===== src/rtl/ascon_pack.sv =====
// Shared types and constants for the ASCON block assembly buffer.
package ascon_pack;

    typedef enum logic [1:0] {
        FILL,
        HOLD,
        PADBLK
    } buf_state_t;

    localparam logic [7:0] PAD_BYTE = 8'h80;

endpackage


===== src/rtl/ascon_word_pad.sv =====
// Combinational ASCON byte padding of a single word.
// For a last word, bytes at or beyond nbytes are replaced by 0x80 then zeros
// (or only zeros when padding is disabled). pad_placed reports whether the
// 0x80 byte landed inside this word.
module ascon_word_pad
    import ascon_pack::*;
#(
    parameter int WORD_W = 32,
    parameter bit PAD_EN = 1'b1,
    localparam int NBYTES = WORD_W / 8,
    localparam int NB_W   = $clog2(NBYTES) + 1
) (
    input  logic [WORD_W-1:0] word,
    input  logic [NB_W-1:0]   nbytes,
    input  logic              last,
    output logic [WORD_W-1:0] padded,
    output logic              pad_placed
);

    logic [NB_W-1:0] nb_clamped;

    // Clamp the byte count, then overwrite the bytes past the end of the data
    always_comb begin
        nb_clamped = (nbytes > NB_W'(NBYTES)) ? NB_W'(NBYTES) : nbytes;
        padded     = word;
        pad_placed = 1'b0;
        if (last) begin
            pad_placed = PAD_EN && (nb_clamped < NB_W'(NBYTES));
            for (int unsigned i = 0; i < NBYTES; i++) begin
                if (NB_W'(i) >= nb_clamped) begin
                    padded[WORD_W-1-8*i -: 8] =
                        (PAD_EN && (NB_W'(i) == nb_clamped)) ? PAD_BYTE : 8'h00;
                end
            end
        end
    end

endmodule


===== src/rtl/ascon_block_buffer.sv =====
// Block assembly buffer: gathers WORD_W-bit words into an NB_WORDS-word block,
// applies ASCON padding after the final byte and emits an extra pad-only block
// when a message ends exactly on a block boundary.
module ascon_block_buffer
    import ascon_pack::*;
#(
    parameter int WORD_W   = 32,
    parameter int NB_WORDS = 4,
    parameter bit PAD_EN   = 1'b1
) (
    input  logic                         clock_i,
    input  logic                         reset_i,
    input  logic                         clear_i,
    input  logic [WORD_W-1:0]            in_word_i,
    input  logic                         in_valid_i,
    input  logic                         in_last_i,
    input  logic [$clog2(WORD_W/8):0]    in_nbytes_i,
    output logic                         in_ready_o,
    output logic [WORD_W*NB_WORDS-1:0]   blk_o,
    output logic                         blk_valid_o,
    output logic                         blk_last_o,
    input  logic                         blk_ready_i
);

    localparam int BLOCK_W = WORD_W * NB_WORDS;
    localparam int CNT_W   = (NB_WORDS > 1) ? $clog2(NB_WORDS) : 1;

    localparam logic [WORD_W-1:0]  PAD_WORD  = WORD_W'(PAD_BYTE) << (WORD_W - 8);
    localparam logic [BLOCK_W-1:0] PAD_BLOCK = BLOCK_W'(PAD_BYTE) << (BLOCK_W - 8);

    buf_state_t          state;
    logic [CNT_W-1:0]    cnt;
    logic [BLOCK_W-1:0]  data;
    logic                pad_pending;

    logic [WORD_W-1:0]   padded_word;
    logic                pad_placed;
    logic                last_slot;
    logic                pad_next;
    logic                spill;
    logic [CNT_W:0]      cnt_ext;
    logic [CNT_W:0]      cnt_inc;
    logic [BLOCK_W-1:0]  fill_data;

    ascon_word_pad #(
        .WORD_W (WORD_W),
        .PAD_EN (PAD_EN)
    ) u_word_pad (
        .word       (in_word_i),
        .nbytes     (in_nbytes_i),
        .last       (in_last_i),
        .padded     (padded_word),
        .pad_placed (pad_placed)
    );

    assign in_ready_o = (state == FILL);
    assign blk_o      = data;
    assign last_slot  = (cnt == CNT_W'(NB_WORDS - 1));
    assign cnt_ext    = {1'b0, cnt};
    assign cnt_inc    = cnt_ext + {{CNT_W{1'b0}}, 1'b1};
    // A full last word leaves padding to the next slot, or to a whole pad block
    assign pad_next   = PAD_EN && in_last_i && !pad_placed && last_slot;
    assign spill      = PAD_EN && in_last_i && !pad_placed && !last_slot;

    // Next data register contents when a word is accepted into slot cnt
    always_comb begin
        fill_data = data;
        for (int unsigned s = 0; s < NB_WORDS; s++) begin
            if ((CNT_W+1)'(s) == cnt_ext) begin
                fill_data[BLOCK_W-1-s*WORD_W -: WORD_W] = padded_word;
            end else if (in_last_i && ((CNT_W+1)'(s) > cnt_ext)) begin
                fill_data[BLOCK_W-1-s*WORD_W -: WORD_W] =
                    (spill && ((CNT_W+1)'(s) == cnt_inc)) ? PAD_WORD : '0;
            end
        end
    end

    // Buffer state machine with registered block outputs
    always_ff @(posedge clock_i or posedge reset_i) begin
        if (reset_i) begin
            state       <= FILL;
            cnt         <= '0;
            data        <= '0;
            pad_pending <= 1'b0;
            blk_valid_o <= 1'b0;
            blk_last_o  <= 1'b0;
        end else if (clear_i) begin
            state       <= FILL;
            cnt         <= '0;
            data        <= '0;
            pad_pending <= 1'b0;
            blk_valid_o <= 1'b0;
            blk_last_o  <= 1'b0;
        end else begin
            case (state)
                FILL: begin
                    if (in_valid_i) begin
                        data <= fill_data;
                        if (in_last_i) begin
                            state       <= HOLD;
                            blk_valid_o <= 1'b1;
                            pad_pending <= pad_next;
                            blk_last_o  <= !pad_next;
                        end else if (last_slot) begin
                            state       <= HOLD;
                            blk_valid_o <= 1'b1;
                            blk_last_o  <= 1'b0;
                        end else begin
                            cnt <= cnt + CNT_W'(1);
                        end
                    end
                end
                HOLD: begin
                    if (blk_ready_i) begin
                        if (pad_pending) begin
                            state      <= PADBLK;
                            data       <= PAD_BLOCK;
                            blk_last_o <= 1'b1;
                        end else begin
                            state       <= FILL;
                            cnt         <= '0;
                            data        <= '0;
                            blk_valid_o <= 1'b0;
                            blk_last_o  <= 1'b0;
                        end
                    end
                end
                PADBLK: begin
                    if (blk_ready_i) begin
                        state       <= FILL;
                        cnt         <= '0;
                        data        <= '0;
                        pad_pending <= 1'b0;
                        blk_valid_o <= 1'b0;
                        blk_last_o  <= 1'b0;
                    end
                end
                default: state <= FILL;
            endcase
        end
    end

endmodule


===== config.mk =====
export PLATFORM = sky130hd
export DESIGN_NAME = ascon_block_buffer
export DESIGN_NICKNAME = d
export VERILOG_FILES = /design/src/rtl/ascon_pack.sv /design/src/rtl/ascon_word_pad.sv /design/src/rtl/ascon_block_buffer.sv
export SDC_FILE = /design/constraint.sdc
export NUM_CORES = 1
export LEC_CHECK = 0
export BUFFER_PORTS_ARGS = -buffer_cell sky130_fd_sc_hd__buf_4
export CORE_MARGIN = 2
export CORE_UTILIZATION = 55
export DETAILED_ROUTE_END_ITERATION = 10
export PLACE_DENSITY_LB_ADDON = 0.2
export SYNTH_ARGS = -nofsm -noshare
export SYNTH_HDL_FRONTEND = slang
export SYNTH_SLANG_ARGS = --single-unit
export TNS_END_PERCENT = 30

===== constraint.sdc =====
create_clock -name clock_i -period 5.7 [get_ports clock_i]
set_input_delay 0.285 -clock clock_i [delete_from_list [all_inputs] [get_ports clock_i]]
set_output_delay 0.285 -clock clock_i [all_outputs]
set_load 0.1 [all_outputs]

==> flow_summary.json, run 1 <==
{
  "max_freq_ghz": 0.359,
  "dp_hpwl_um": 9630,
  "cts_buffer_depth": 2,
  "grt_max_degree": 87,
  "crit_path_start_kind": "register",
  "die_area_mm2": 0.0106,
  "numCtsBuffers": 17,
  "num_vias": 4193,
  "crit_type": "reg2reg",
  "yosysTopAreaCellShare_pct": 62.5,
  "routed_via_density": 5.81,
  "internal_power_uw": 1830,
  "status": "finished clean",
  "peakVddDrop_v": 0.000226,
  "synthFlopType": "dfrtp_1",
  "tns_ps": 0,
  "antenna_left": 0,
  "worst-endpoint-arrival_ps": 3170,
  "clk_latency_ps": 500,
  "grt_use_total_pct": 28.0,
  "io_pins": 172,
  "cts_hold_buffers": 0,
  "max-cap-violations": 0,
  "synth_commonest_cells": "dfrtp_1 (135), o2bb2ai_1 (109), nand2_1 (42)",
  "gp_congestion": 0.895,
  "ctsHtreeMaxLevel": 4,
  "clock_sinks": 135,
  "yosys_warnings": 0,
  "crit_fanout": 31,
  "wl_um": 14800,
  "synth.most_common_cell": "dfrtp_1",
  "yosysTopAreaCell": "dfrtp_1",
  "grt_pass1_wl_um": 22300,
  "reg2regPathDepth": 6,
  "synth_edf_count": 0,
  "cts_resized": 0,
  "dr.pass1.iters": 4,
  "worst_pin_slew_ps": 1300,
  "leakage_uw": 0.00369,
  "clk_pin_slew_ps": 60,
  "finalHoldViolCount": 0,
  "setup_viol": 0,
  "layout-drive-gt1-share_pct": 37.2,
  "seqPwrFrac_pct": 38.0,
  "crit-reg2reg-launch": "state[0]",
  "avgSynthCellArea_um2": 12.9,
  "rows": 36,
  "syn_area_mm2": 0.00540,
  "yosys.cell_types.count": 41,
  "p_switching_uw": 851,
  "overflow": 0,
  "tritoncts": "yes",
  "seqCellArea_mm2": 0.00338,
  "fin_skew_ps": 6.42,
  "ys_ff_latch": 135,
  "hp-class": "in2async",
  "synth.area.top_cells": "dfrtp_1 (63%), o2bb2ai_1 (18%), nand2_1 (2.9%)",
  "syn_inst": 418,
  "finalCriticalPeriod_ps": 2780,
  "ys_seq_area_share_pct": 62.5,
  "start_util_pct": 56.1,
  "rsz0062_at_grt": "false",
  "coreArea_mm2": 0.00964,
  "critPathRequiredTime_ps": 6090,
  "antennaDiodeCount": 0,
  "drt_iter0_drc": 152,
  "io_buffer_count": 171,
  "drc": 0,
  "first_global_vias": 4088,
  "ys_async_sr_fraction_pct": 100,
  "power_uw": 2680,
  "dpl_worst_slack_ps": 3050,
  "timing.final.ws_setup_ps": 2920,
  "cts_setup_buffers": 0,
  "drv_slew": 0,
  "reg2reg_to": "blk_o[81]",
  "worst_setup_path_end_kind": "register",
  "fin_crit_sh_pct": 48.8,
  "multi_input_area_mm2": 0.00186,
  "fill_cells": 634,
  "die_h_um": 103,
  "power_frac_comb_pct": 19.7,
  "power.density_mw_per_mm2": 364,
  "switching_share_pct": 31.8,
  "antenna_found_initial": 0,
  "cts_root_buffer": "clkbuf_8",
  "slew_headroom_pct": 13.4,
  "clkPwrFrac_pct": 42.3,
  "die_w_um": 103,
  "fin_nets": 626,
  "wire_per_inst_um": 20.5,
  "area_growth_pct": 36.1,
  "r2r_setup_slack_ps": 2920,
  "synth_nets": 467
}
[per-layer routing]
| metal | wire length (um) | vias up | GRT usage (%) | share of wire, % |
|---|---|---|---|---|
| met1 | 6330 | 2110 | 38.4 | 43 |
| met2 | 7050 | 174 | 44.0 | 48 |
| li1 | - | 1893 | - | - |
| met4 | 207 | 0 | 9.01 | 1.4 |
| met5 | 0 | - | 0 | 0 |
| met3 | 1220 | 16 | 7.39 | 8.2 |
[through the flow]
stage	util (%)	instances	hold slack, ps	area, um2
after floorplan	-	418	470	5400
after global placement	70.0	691	472	6740
after detailed placement	70.0	691	475	6740
after CTS	76.3	722	60.5	7360
after global routing	76.3	722	109	7360
final	76.3	722	41.3	7360
[final cells by class]
class / instances / area share [%]
repair buffers: 174 / 17.8
flip-flops and latches: 135 / 45.9
clock buffers: 18 / 5.68
clock inverters: 13 / 2.67
inverters: 9 / 0.493
well taps: 133 / 2.26
multi-input cells: 240 / 25.2
[worst max-delay path, cell delays in order (launching register included)]
cell and delay, ps:
dfrtp_1 410, inv_1 100, ha_1 400, nand2_1 230, nor4_4 250, nand2_1 810, o2bb2ai_1 450
[worst max-delay path by stage]
stage | end | start | depth (start not counted) | slack, ps
final | blk_o[81] | state[0] | 6 | 2920
after global placement | blk_o[63] | state[0] | 6 | 3110
after detailed placement | blk_o[80] | state[0] | 6 | 3050
after global routing | blk_o[32] | state[0] | 6 | 2730
after CTS | blk_o[81] | state[0] | 6 | 2970
after floorplan | blk_last_o | reset_i | 1 | 1800
[cell families after synthesis]
kind of cell	share of synthesized area, %
DFF	62.5
muxes	1.18
AOI/OAI and AO/OA	24.1
adders and majority gates	1.85
buffers and inverters	3.59
and+or+nand+nor	6.71
[layout by cell type, fill, tap and decap left out, drive strengths merged, types with 8 or more instances in the layout]
| master | synthesis | final |
|---|---|---|
| a21oi | 9 | 9 |
| a2bb2o | 15 | 15 |
| buf | 14 | 174 |
| clkbuf | 20 | 18 |
| dfrtp | 135 | 135 |
| ha | 8 | 8 |
| inv | 9 | 12 |
| nand2 | 42 | 42 |
| nor2 | 10 | 10 |
| o2bb2ai | 109 | 109 |
[registers in the layout, indices dropped and copies added, names as in the netlist]
name,count
blk_o,128
pad_pending,1
blk_last_o,1
blk_valid_o,1
state,2
cnt,2
[power by group through the flow]
stage	sequential, uW	combinational, uW	clock [uW]
after global placement	1030	522	0
after global routing	1020	553	1190
after floorplan	1260	166	0
final	1020	529	1130
after CTS	1020	529	1140
after detailed placement	1030	528	0
Note: power is estimated with default switching activity, not from simulation.
==> run 2, diff against run 1 <==
- CORE_UTILIZATION: 55 -> 51
- clock period: 5.7 -> 2.9 ns (I/O delays scaled with it)
==> run 2 against run 1 <==
- power grew 110%
- non-clock buffer count grew 37
- critical path depth is the same
- first-iteration DRC count grew 110%
- register-to-register slack lost 2700 ps
- fmax grew 4.1%
- clock power grew 120%
- worst setup slack lost 2700 ps
- sequential share of layout area shrank 2.6 points
- clock-buffer cell count grew 3
- largest cell class unchanged
- highest routed layer unchanged
==> flow_summary.json, run 2 (synthesis results as in run 1) <==
{
  "cts_root_buffer": "clkbuf_8",
  "peakVddDrop_v": 0.000404,
  "clock_sinks": 135,
  "drc": 0,
  "mostFrequentLayoutCell": "buf_4",
  "reg2regPathDepth": 6,
  "p_switching_uw": 1680,
  "grt_use_total_pct": 29.4,
  "rsz0062_at_grt": "false",
  "multi_input_area_mm2": 0.00186,
  "power_frac_comb_pct": 19.9,
  "clk_latency_ps": 530,
  "die_w_um": 107,
  "slew_headroom_pct": 33.2,
  "leakage_uw": 0.00388,
  "num_vias": 4438,
  "grt_max_degree": 61,
  "wire_per_inst_um": 21.2,
  "worst_setup_path_end_kind": "register",
  "setup_viol": 0,
  "critPathRequiredTime_ps": 3310,
  "overflow": 0,
  "first_global_vias": 4607,
  "seqPwrFrac_pct": 36.2,
  "cts_buffer_depth": 2,
  "gp_congestion": 0.853,
  "coreArea_mm2": 0.0103,
  "fin_skew_ps": 8.55,
  "tns_ps": 0,
  "finalCriticalPeriod_ps": 2670,
  "start_util_pct": 52.3,
  "whs_path_depth": 3,
  "internal_power_uw": 3840,
  "seqCellArea_mm2": 0.00338,
  "ctsHtreeMaxLevel": 4,
  "drt_iter0_drc": 313,
  "antenna_left": 0,
  "largest_register_ffs": 128,
  "status": "finished clean",
  "cts_resized": 0,
  "max-cap-violations": 0,
  "worst_pin_slew_ps": 999,
  "fill_cells": 654,
  "area_growth_pct": 44.3,
  "io_buffer_count": 171,
  "crit_type": "reg2reg",
  "crit_path_start_kind": "register",
  "numCtsBuffers": 17,
  "mostFrequentLayoutCells": "buf_4 (179), dfrtp_1 (135), o2bb2ai_1 (109)",
  "worst-endpoint-arrival_ps": 3090,
  "dp_hpwl_um": 10400,
  "drv_slew": 0,
  "fin_area_mm2": 0.00780,
  "dpl_worst_slack_ps": 250,
  "antenna_found_initial": 0,
  "clkPwrFrac_pct": 44.0,
  "fin_crit_sh_pct": 92.2,
  "routed_via_density": 5.81,
  "fin_nets": 663,
  "rows": 37,
  "path_cells": "inv_1 -> ha_1 -> nand2b_1 -> a21oi_1 -> a21oi_4 -> mux2_2",
  "place_area_mm2": 0.00683,
  "cpPeakStageDelay_ps": 810,
  "tritoncts": "yes",
  "die_area_mm2": 0.0114,
  "grt_pass1_wl_um": 25500,
  "crit_buf_inv": 1,
  "switching_share_pct": 30.5,
  "timing.final.ws_setup_ps": 227,
  "max_freq_ghz": 0.374,
  "power.density_mw_per_mm2": 708,
  "crit_fanout": 32,
  "wl_um": 16200,
  "finalHoldViolCount": 0,
  "hp-class": "in2reg",
  "crit_family": "compound AO/OA/AOI/OAI gates",
  "layout-drive-gt1-share_pct": 36.0,
  "dr.pass1.iters": 5,
  "clk_pin_slew_ps": 60,
  "io_pins": 172,
  "die_h_um": 107,
  "cp.depth": 6,
  "worst_path_max_delay_cell": "a21oi_4"
}
run 2: changes by cell type in the layout (fill, tap and decap cells not counted), moves of 2 or more:
cell,change
bufinv_16,+2
dlygate4sd3_1,+30
buf_4,+5
clkinv_4,-4
clkbuf_8,+2
buf_12,+2
run 2: per-layer routing:
layer  global-route usage, %  wire length [um]
met3                    6.99              1130
met5                       0                 0
met4                    11.5               328
met2                    47.5              8010
met1                    38.8              6750
run 2: worst paths after layout:
path / start / slack (ps) / to
worst max-delay path: state[0] / 230 / blk_o[63]
worst min-delay path: in_word_i[10] / 10 / blk_o[10]
worst max register to register: state[0] / 230 / blk_o[63]
worst min register to register: blk_o[26] / 490 / blk_o[26]
max in group asynchronous: reset_i / 1810 / blk_o[66]
min in group asynchronous: reset_i / 320 / blk_o[8]
run 2: power groups by stage:
stage,combinational (uW),sequential [uW],clock [uW]
after floorplan,327,2480,0
after global placement,1040,2020,0
after detailed placement,1050,2030,0
after CTS,1090,2000,2440
after global routing,1150,2000,2530
final,1100,2000,2430
run 2: cell type report:
| type | instances | area share, % |
|---|---|---|
| clock inverters | 11 | 2.79 |
| flip-flops and latches | 135 | 43.3 |
| multi-input cells | 240 | 23.9 |
| diodes | 1 | 0.0321 |
| clock buffers | 21 | 5.76 |
| well taps | 136 | 2.18 |
| repair buffers | 211 | 21.6 |
| inverters | 9 | 0.481 |
run 2: repair_timing:
item                                   4_1_cts  5_1_grt
hold buffers                                30        0
setup endpoints to repair                    0        0
endpoints found under the hold margin      121        0
buffers inserted                             0        0
run 2: stage by stage:
step | utilization, % | power, uW | hold WS, ps | cells
floorplan | - | 2800 | 330 | 418
global placement | 66.1 | 3060 | 314 | 701
detailed placement | 66.1 | 3080 | 331 | 701
CTS | 75.5 | 5520 | 2.95 | 763
global route | 75.5 | 5680 | 13.5 | 763
finish | 75.6 | 5520 | 14.7 | 764
run 2: tightest hold or removal path: cells and delay by family:
family,cells,cell delay [ps]
buffers and inverters,1,110
AOI/OAI and AO/OA,1,80
and+or+nand+nor,1,160
==> run 3, diff against run 2 <==
- PLACE_DENSITY: not set -> 0.8
- PLACE_DENSITY_LB_ADDON: 0.2 -> not set
==> run 3 against run 2 <==
- final cell count fell by 0.79%
- wire length rose by 2.9%
- critical path depth did not move
- hold slack improved by 7.9 ps
- clock skew rose by 1.4 ps
- sequential share of layout area rose by 0.41 points
- combinational power barely moved
- largest cell class unchanged
- global-route usage rose by 0.85 points
- worst setup slack improved by 9.1 ps
- die area did not move
- non-clock buffer count fell by 5
==> flow_summary.json, run 3 (synthesis results as in run 1) <==
{
  "tritoncts": "yes",
  "area_growth_pct": 43.0,
  "power_frac_comb_pct": 20.1,
  "largest_register_ffs": 128,
  "internal_power_uw": 3740,
  "cts_root_buffer": "clkbuf_8",
  "power.density_mw_per_mm2": 702,
  "hp-class": "in2reg",
  "io_pins": 172,
  "fin_nets": 658,
  "drc": 0,
  "wire_per_inst_um": 22.0,
  "mostFrequentLayoutCells": "buf_4 (176), dfrtp_1 (135), o2bb2ai_1 (109)",
  "setup_viol": 0,
  "grt_util_met2_pct": 49.5,
  "wl_um": 16700,
  "reg2reg_to": "blk_o[63]",
  "drv_slew": 0,
  "peakVddDrop_v": 0.000521,
  "crit_type": "reg2reg",
  "crit_family": "compound AO/OA/AOI/OAI gates",
  "crit-reg2reg-launch": "state[0]",
  "dp_hpwl_um": 10500,
  "fin_crit_sh_pct": 91.8,
  "fill_cells": 622,
  "grt_pass1_wl_um": 25800,
  "globalRouteMet3Util_pct": 6.93,
  "worst-endpoint-arrival_ps": 3070,
  "die_w_um": 107,
  "clk_latency_ps": 530,
  "status": "finished clean",
  "busiest_layer": "met2",
  "mostFrequentLayoutCell": "buf_4",
  "routed_via_density": 5.93,
  "slew_headroom_pct": 9.57,
  "num_vias": 4493,
  "numCtsBuffers": 17,
  "die_area_mm2": 0.0114,
  "grt_use_total_pct": 30.3,
  "met1_usage_pct": 37.9,
  "antennaDiodeCount": 0,
  "antenna_left": 0,
  "overflow": 0,
  "cts_resized": 0,
  "switching_share_pct": 31.1,
  "fin_skew_ps": 9.93,
  "dr.pass1.iters": 4,
  "antenna_found_initial": 0,
  "clk_pin_slew_ps": 60,
  "first_global_vias": 4681,
  "worst_pin_slew_ps": 1360,
  "crit_path_start_kind": "register",
  "timing.hold.ws_ps": 22.7,
  "cp-endpoint": "blk_o[63]",
  "clkPwrFrac_pct": 43.1,
  "crit_fanout": 32,
  "drt_iter0_drc": 370,
  "power_uw": 5430,
  "worst_setup_path_end_kind": "register",
  "path_cells": "inv_1 -> ha_1 -> nand2b_1 -> a21oi_1 -> a21oi_4 -> mux2_2",
  "die_h_um": 107,
  "cp.depth": 6,
  "crit_buf_inv": 1,
  "tns_ps": 0,
  "finalCriticalPeriod_ps": 2660,
  "grt_max_degree": 113,
  "rows": 37,
  "finalHoldViolCount": 0,
  "io_buffer_count": 171,
  "r2r_setup_slack_ps": 240,
  "worst_path_max_delay_cell": "a21oi_4",
  "cpPeakStageDelay_ps": 800,
  "rsz0062_at_grt": "false",
  "cts_buffer_depth": 2,
  "start_util_pct": 52.3,
  "ctsHtreeMaxLevel": 4,
  "crit_path_start": "state[0]",
  "reg2regPathDepth": 6,
  "p_switching_uw": 1690,
  "max_freq_ghz": 0.375,
  "coreArea_mm2": 0.0103,
  "layout-drive-gt1-share_pct": 36.0,
  "critPathRequiredTime_ps": 3310,
  "max-cap-violations": 0,
  "seqPwrFrac_pct": 36.8,
  "leakage_uw": 0.00384,
  "gp_congestion": 0.906,
  "clock_sinks": 135
}
## run 3: cell types whose count changed in the layout (fill, tap and decap cells not counted), moves of 2 or more
cell	delta
dlygate4sd3_1	-2
inv_6	-2
buf_4	-3
clkinvlp_4	+2
## run 3: what timing repair did
action	in CTS	in global routing
setup buffers	0	0
endpoints found under the setup margin	0	0
hold buffers	28	0
endpoints found under the hold margin	104	0
## run 3: layer usage
metal	vias to the layer above	wire, um
li1	1952	-
met1	2255	6680
met2	234	8230
met3	52	1100
met4	0	672
met5	-	0
## run 3: how the worst min path moves through the flow
stage                        startpoint   endpoint  slack [ps]  cells past startpoint
after floorplan           in_word_i[16]  blk_o[16]         330                      2
after global placement          reset_i  blk_o[14]         210                      2
after detailed placement        reset_i  blk_o[44]         240                      2
after CTS                  in_word_i[4]  blk_o[68]         0.7                      3
after global routing       in_word_i[4]  blk_o[68]          20                      3
final                      in_word_i[5]  blk_o[69]          20                      3
## run 3: final cells by class
cell class,count,area (um2),share of cell area (%)
Sequential cell,135,3380,43.7
Multi-Input combinational cell,240,1860,24.0
Timing Repair Buffer,206,1640,21.2
Clock buffer,20,445,5.76
Clock inverter,12,199,2.57
Tap cell,136,170,2.20
Inverter,9,37.5,0.486
## run 3: per-stage QoR
stage | util [%] | cells | area [um2] | setup slack [ps]
after floorplan | - | 418 | 5410 | 344
after global placement | 65.9 | 698 | 6800 | 423
after detailed placement | 65.9 | 698 | 6800 | 288
after CTS | 74.9 | 758 | 7730 | 283
after global routing | 74.9 | 758 | 7730 | 71.8
final | 74.9 | 758 | 7730 | 236
## run 3: power by group through the flow
stage                     Sequential [uW]  Combinational (uW)  Clock (uW)
after global routing                 2000                1130        2450
after floorplan                      2480                 327           0
after CTS                            2000                1080        2350
final                                2000                1090        2340
after detailed placement             2030                1050           0
after global placement               2030                1030           0
## run 3: tightest hold or removal path: cells and delay by family
family / cells / cell delay [ps]
and+or+nand+nor: 1 / 150
AOI/OAI and AO/OA: 1 / 90
buffers and inverters: 1 / 110
